## src/rtl/dev_uart_tx.sv

```systemverilog
// Memory-mapped 8N1 UART transmitter: CPU writes bytes into a FIFO, the FSM
// serialises them LSB-first on txd at DIV+1 clk cycles per bit.
//
//   state   | meaning
//   S_IDLE  | line high, waiting for a byte in the FIFO
//   S_START | start bit (low) for div_q+1 cycles
//   S_DATA  | data bit shift_q[0] for div_q+1 cycles, eight bits
//   S_STOP  | stop bit (high); pops straight into S_START when more is queued
module dev_uart_tx #(
    parameter int          FIFO_DEPTH = 16,
    parameter logic [15:0] DIV_RESET  = 16'd433
) (
    input  logic        clk,
    input  logic        rst,
    input  logic [11:0] addr,
    input  logic [15:0] wdata,
    input  logic        wen,
    output logic [15:0] rdata,
    output logic        txd,
    output logic        tx_idle
);

    localparam int         PW      = $clog2(FIFO_DEPTH);
    localparam logic [4:0] DEPTH_C = 5'(FIFO_DEPTH);

    typedef enum logic [1:0] {S_IDLE, S_START, S_DATA, S_STOP} state_t;

    state_t        state_q, state_d;
    logic [7:0]    mem_q [FIFO_DEPTH];
    logic [PW-1:0] wr_ptr_q, wr_ptr_d;
    logic [PW-1:0] rd_ptr_q, rd_ptr_d;
    logic [4:0]    count_q, count_d;
    logic          ovf_q, ovf_d;
    logic [15:0]   div_reg_q, div_reg_d;
    logic [15:0]   div_q, div_d;
    logic [15:0]   baud_q, baud_d;
    logic [2:0]    bit_q, bit_d;
    logic [7:0]    shift_q, shift_d;
    logic          txd_q, txd_d;

    logic sel, wr_data, wr_stat, wr_div;
    logic full, empty, busy, baud_end, pop, push;

    always_comb begin
        sel      = (addr[11:2] == 10'd0);
        wr_data  = wen && sel && (addr[1:0] == 2'd0);
        wr_stat  = wen && sel && (addr[1:0] == 2'd1);
        wr_div   = wen && sel && (addr[1:0] == 2'd2);
        full     = (count_q == DEPTH_C);
        empty    = (count_q == 5'd0);
        busy     = (state_q != S_IDLE);
        baud_end = (baud_q == 16'd0);
        // A pop at the end of STOP frees a slot in the same edge, so a push
        // to a full FIFO is still accepted then.
        pop      = !empty && ((state_q == S_IDLE) || ((state_q == S_STOP) && baud_end));
        push     = wr_data && (!full || pop);
    end

    always_comb begin
        wr_ptr_d  = push ? wr_ptr_q + PW'(1) : wr_ptr_q;
        rd_ptr_d  = pop  ? rd_ptr_q + PW'(1) : rd_ptr_q;
        count_d   = count_q + {4'd0, push} - {4'd0, pop};
        div_reg_d = wr_div ? wdata : div_reg_q;
        ovf_d     = ovf_q;
        if (wr_data && !push) begin
            ovf_d = 1'b1;
        end else if (wr_stat && wdata[3]) begin
            ovf_d = 1'b0;
        end
    end

    always_comb begin
        state_d = state_q;
        baud_d  = baud_q;
        bit_d   = bit_q;
        shift_d = shift_q;
        txd_d   = txd_q;
        div_d   = div_q;
        case (state_q)
            S_IDLE: begin
                txd_d = 1'b1;
            end
            S_START: begin
                if (baud_end) begin
                    state_d = S_DATA;
                    bit_d   = 3'd0;
                    baud_d  = div_q;
                    txd_d   = shift_q[0];
                end else begin
                    baud_d = baud_q - 16'd1;
                end
            end
            S_DATA: begin
                if (baud_end) begin
                    baud_d = div_q;
                    if (bit_q == 3'd7) begin
                        state_d = S_STOP;
                        txd_d   = 1'b1;
                    end else begin
                        shift_d = {1'b0, shift_q[7:1]};
                        txd_d   = shift_q[1];
                        bit_d   = bit_q + 3'd1;
                    end
                end else begin
                    baud_d = baud_q - 16'd1;
                end
            end
            S_STOP: begin
                if (baud_end) begin
                    state_d = S_IDLE;
                    txd_d   = 1'b1;
                end else begin
                    baud_d = baud_q - 16'd1;
                end
            end
            default: begin
                state_d = S_IDLE;
                txd_d   = 1'b1;
            end
        endcase
        // DIV is sampled only here, so mid-frame DIV writes wait for the next byte.
        if (pop) begin
            state_d = S_START;
            shift_d = mem_q[rd_ptr_q];
            div_d   = div_reg_q;
            baud_d  = div_reg_q;
            txd_d   = 1'b0;
        end
    end

    always_ff @(posedge clk) begin
        if (rst) begin
            state_q   <= S_IDLE;
            wr_ptr_q  <= '0;
            rd_ptr_q  <= '0;
            count_q   <= 5'd0;
            ovf_q     <= 1'b0;
            div_reg_q <= DIV_RESET;
            div_q     <= 16'd0;
            baud_q    <= 16'd0;
            bit_q     <= 3'd0;
            shift_q   <= 8'd0;
            txd_q     <= 1'b1;
        end else begin
            state_q   <= state_d;
            wr_ptr_q  <= wr_ptr_d;
            rd_ptr_q  <= rd_ptr_d;
            count_q   <= count_d;
            ovf_q     <= ovf_d;
            div_reg_q <= div_reg_d;
            div_q     <= div_d;
            baud_q    <= baud_d;
            bit_q     <= bit_d;
            shift_q   <= shift_d;
            txd_q     <= txd_d;
        end
    end

    always_ff @(posedge clk) begin
        if (!rst && push) begin
            mem_q[wr_ptr_q] <= wdata[7:0];
        end
    end

    always_comb begin
        rdata = 16'd0;
        if (sel) begin
            case (addr[1:0])
                2'd1:    rdata = {7'd0, count_q, ovf_q, busy, empty, full};
                2'd2:    rdata = div_reg_q;
                default: rdata = 16'd0;
            endcase
        end
    end

    assign txd     = txd_q;
    assign tx_idle = empty && (state_q == S_IDLE);

endmodule

```

## config.mk

```make
export PLATFORM = sky130hd
export DESIGN_NAME = dev_uart_tx
export DESIGN_NICKNAME = d
export VERILOG_FILES = /design/src/rtl/dev_uart_tx.sv
export SDC_FILE = /design/constraint.sdc
export NUM_CORES = 1
export LEC_CHECK = 0
export BUFFER_PORTS_ARGS = -buffer_cell sky130_fd_sc_hd__buf_2
export CAP_MARGIN = 30
export CORE_ASPECT_RATIO = 1.25
export CORE_MARGIN = 3
export CORE_UTILIZATION = 61
export CTS_CLUSTER_SIZE = 14
export DETAILED_ROUTE_END_ITERATION = 12
export GPL_TIMING_DRIVEN = 0
export PLACE_DENSITY = 0.92
export SLEW_MARGIN = 10
export SYNTH_ARGS = -nofsm -noshare
export SYNTH_HDL_FRONTEND = slang
export SYNTH_SLANG_ARGS = --single-unit
```

## constraint.sdc

```tcl
create_clock -name clk -period 3.2 [get_ports clk]
set_input_delay 0.32 -clock clk [delete_from_list [all_inputs] [get_ports clk]]
set_output_delay 0.32 -clock clk [all_outputs]
set_load 0.05 [all_outputs]
```

==> impl_metrics.yaml <==
synth:
  netlist_instances: 703
  synth.ff_latch_count: 208
  syn_area_um2: 9015
  synth.avg_cell_area_um2: 12.82
  synth.distinct_cells: 62
  yosysSeqAreaShare_pct: 60.40
  async_flop_share_pct: 0
  synth_nets: 757
  synthFlopType: "edfxtp_1"
  synth-edff-count: 128
  yosys_warnings: 0
timing:
  clock_skew_ns: 0.01507
  tns_ns: 0
  slew_headroom_pct: 35.62
  rsz0062_at_grt: "no"
  period_needed_ns: 2.995
  slew_viol_final: 0
  worst_pin_slew_ns: 0.9584
  max_freq_mhz: 333.8
  hold_viol_final: 0
  post-route-period-util_pct: 93.61
  setup_viol: 0
placement:
  portBuffers: 48
  hpwlAfterDp_um: 14420
  gp_congestion: 0.9366
  placed_cells: 929
flow_run:
  max_cap_violations: 0
clock_tree:
  cts.sinks: 208
  cts_buffers: 21
  cts_tree: "done"
  clk_latency_ns: 0.49
  htreeDepth: 1
  clk_path_buf_depth: 3
  cts_root_buffer: "clkbuf_16"
  postCtsHoldBufs: 0
  path_clk_slew_ns: 0.06
detailed_routing:
  drc: 0
  drt-vias-per-instance: 6.477
  first_iter_violations: 755
  vias: 6276
  dr.pass1.iters: 5
  routedWlPerCell_um: 22.36
  finalWirelength_um: 21670
  ant_nets: 0
floorplan:
  die-area_um2: 16280
  pin_count: 49
  num_rows: 49
  initial_utilization_pct: 62.57
  coreArea_um2: 14410
  die_w_um: 114.7
  die_height_um: 141.9
pwr:
  swShare_pct: 33.20
  pwr-share-comb_pct: 33.2
  pwr-share-clk_pct: 27.9
  switching_power_uw: 2797
  seqPwrFrac_pct: 38.9
  power.density_nw_per_um2: 824.2
  peakVddDrop_uv: 723.8
  p_int_uw: 5628
  p_leak_uw: 0.003605
layout:
  fillers: 903
  fin_nets: 831
  regArea_um2: 5445
  multi_input_area_um2: 3346
  layout_commonest_cell: "edfxtp_1"
  final_cell_mix: "edfxtp_1, dfxtp_1, nand2_1"
  area_delta_synth_final_pct: 13.39
  diodes: 0
  fin_cells: 969
  drive_gt1_share_pct: 19.72
critical_path:
  slowest_delay_ns: 0.73
  setup.worst_path.end_class: "flip-flop"
  arrival_ns: 3.11
  crit_path_max_fanout: 9
  cp_top_family: "simple AND/OR/NAND/NOR gates"
  slowest_stage: "nor2_1"
  required_ns: 3.31
  crit_chain: "nor4_4 -> buf_4 -> and4_1 -> buf_2 -> a211o_1 -> nand3_1 -> nor2_1"
  cp_num_buf_inv: 2
  critical_path_class: "flip-flop to flip-flop"
  cp-start-kind: "flip-flop"
grt:
  overflow: 0
  grt_pass1_vias: 6282
  grt_max_degree: 19
  grt_usage_pct: 27.50
  grt_pass1_wl_um: 34540
  antenna_found_initial: 0
outcome:
  status: "finished clean"
min_path:
  hold_class: "input pin to flip-flop"
## cell usage after synthesis (all sizes together), types with 5 or more instances
cell type | n | area [um^2]
dfxtp | 80 | 1602
a22oi | 25 | 187.7
ha | 22 | 275.3
nand2 | 81 | 304.0
nand3b | 6 | 45.04
nor4 | 6 | 73.82
o21ai | 9 | 45.04
a221o | 16 | 162.7
or3 | 6 | 42.54
mux2i | 9 | 90.09
inv | 19 | 71.32
nand3 | 15 | 80.08
and3 | 21 | 131.4
xor2 | 6 | 52.55
a211oi | 20 | 150.1
clkbuf | 22 | 83.83
xnor2 | 8 | 70.07
a21oi | 56 | 280.3
nor2b | 5 | 31.28
buf | 20 | 123.9
nand4 | 5 | 31.28
edfxtp | 128 | 3844
mux4 | 32 | 720.7
nor2 | 45 | 178.9
## final cells by class
class / instances / area share, %
well taps: 178 / 2.179
flip-flops and latches: 208 / 53.27
repair buffers: 52 / 2.644
clock buffers: 28 / 5.789
clock inverters: 9 / 0.6732
multi-input cells: 434 / 32.73
inverters: 19 / 0.6977
plain buffers: 41 / 2.020
## per-stage QoR
| step | total power, uW | setup slack (ns) | hold WS, ns | util (%) | instance area, um^2 |
|---|---|---|---|---|---|
| CTS | 8329 | 0.02232 | 0.06119 | 70.61 | 10170 |
| global placement | 5846 | -0.2173 | 0.4380 | 65.78 | 9478 |
| floorplan | 5265 | 0.3430 | 0.4189 | - | 9015 |
| global route | 8823 | 0.007832 | 0.08443 | 70.95 | 10220 |
| finish | 8425 | 0.2046 | 0.06743 | 70.95 | 10220 |
| detailed placement | 5927 | -0.2234 | 0.4421 | 65.78 | 9478 |
## layer usage
metal,track usage [%],vias to the layer above,wire length (um)
met4,12.05,0,1083
met3,4.650,81,1424
met2,46.52,315,11040
met5,0,-,0
met1,35.05,3075,8118
li1,-,2805,-
## repair_timing
| item | CTS | global route |
|---|---|---|
| gates resized for setup | 6 | 6 |
| setup buffers | 1 | 3 |
| setup endpoints to repair | 2 | 2 |
| pin swaps | 1 | 4 |
| endpoints found under the hold margin | 0 | 0 |
| cloned | 0 | 0 |
## path summary, 6_finish.rpt
path | startpoint | depth (start not counted) | endpoint | slack, ns
setup / recovery | baud_q[10]$_SDFFE_PP0P_ | 7 | mem_q[10][2]$_DFFE_PP_ | 0.20
hold / removal | wdata[8] | 3 | div_reg_q[8]$_SDFFE_PP1P_ | 0.07
setup reg to reg | baud_q[10]$_SDFFE_PP0P_ | 7 | mem_q[10][2]$_DFFE_PP_ | 0.20
hold reg to reg | div_q[0]$_SDFFE_PP0P_ | 2 | div_q[0]$_SDFFE_PP0P_ | 0.45
## power by group through the flow
stage	sequential, uW	clock, uW	combinational [uW]
2_1_floorplan	3280	0	1980
3_3_place_gp	3300	0	2540
3_5_place_dp	3310	0	2620
4_1_cts	3260	2360	2700
5_1_grt	3300	2480	3040
6_report	3270	2350	2800
## registers in the layout, summed over array words and instances, names as in the netlist, named ones only
name       count
mem_q        128
baud_q        16
div_q         16
div_reg_q     16
shift_q        8
count_q        5
rd_ptr_q       4
wr_ptr_q       4
bit_q          3
state_q        2
ovf_q          1
txd            1
## tightest hold or removal path, cell delays in order
cell	delay (ns)
buf_2	0.07
nand2_1	0.05
nand3b_1	0.08
## cells by family (layout without fill, tap and decap cells)
logic type	after synthesis	count (layout)	synth area share, %
multiplexers	42	42	9.119
XOR/XNOR	14	14	1.360
flip-flops	208	208	60.40
buffers and inverters	61	149	3.095
AND/OR/NAND/NOR	210	210	11.83
adder cells (fa/ha/maj)	23	23	3.275
AO/OA/AOI/OAI	145	145	10.92
Note: power is estimated with default switching activity, not from simulation.
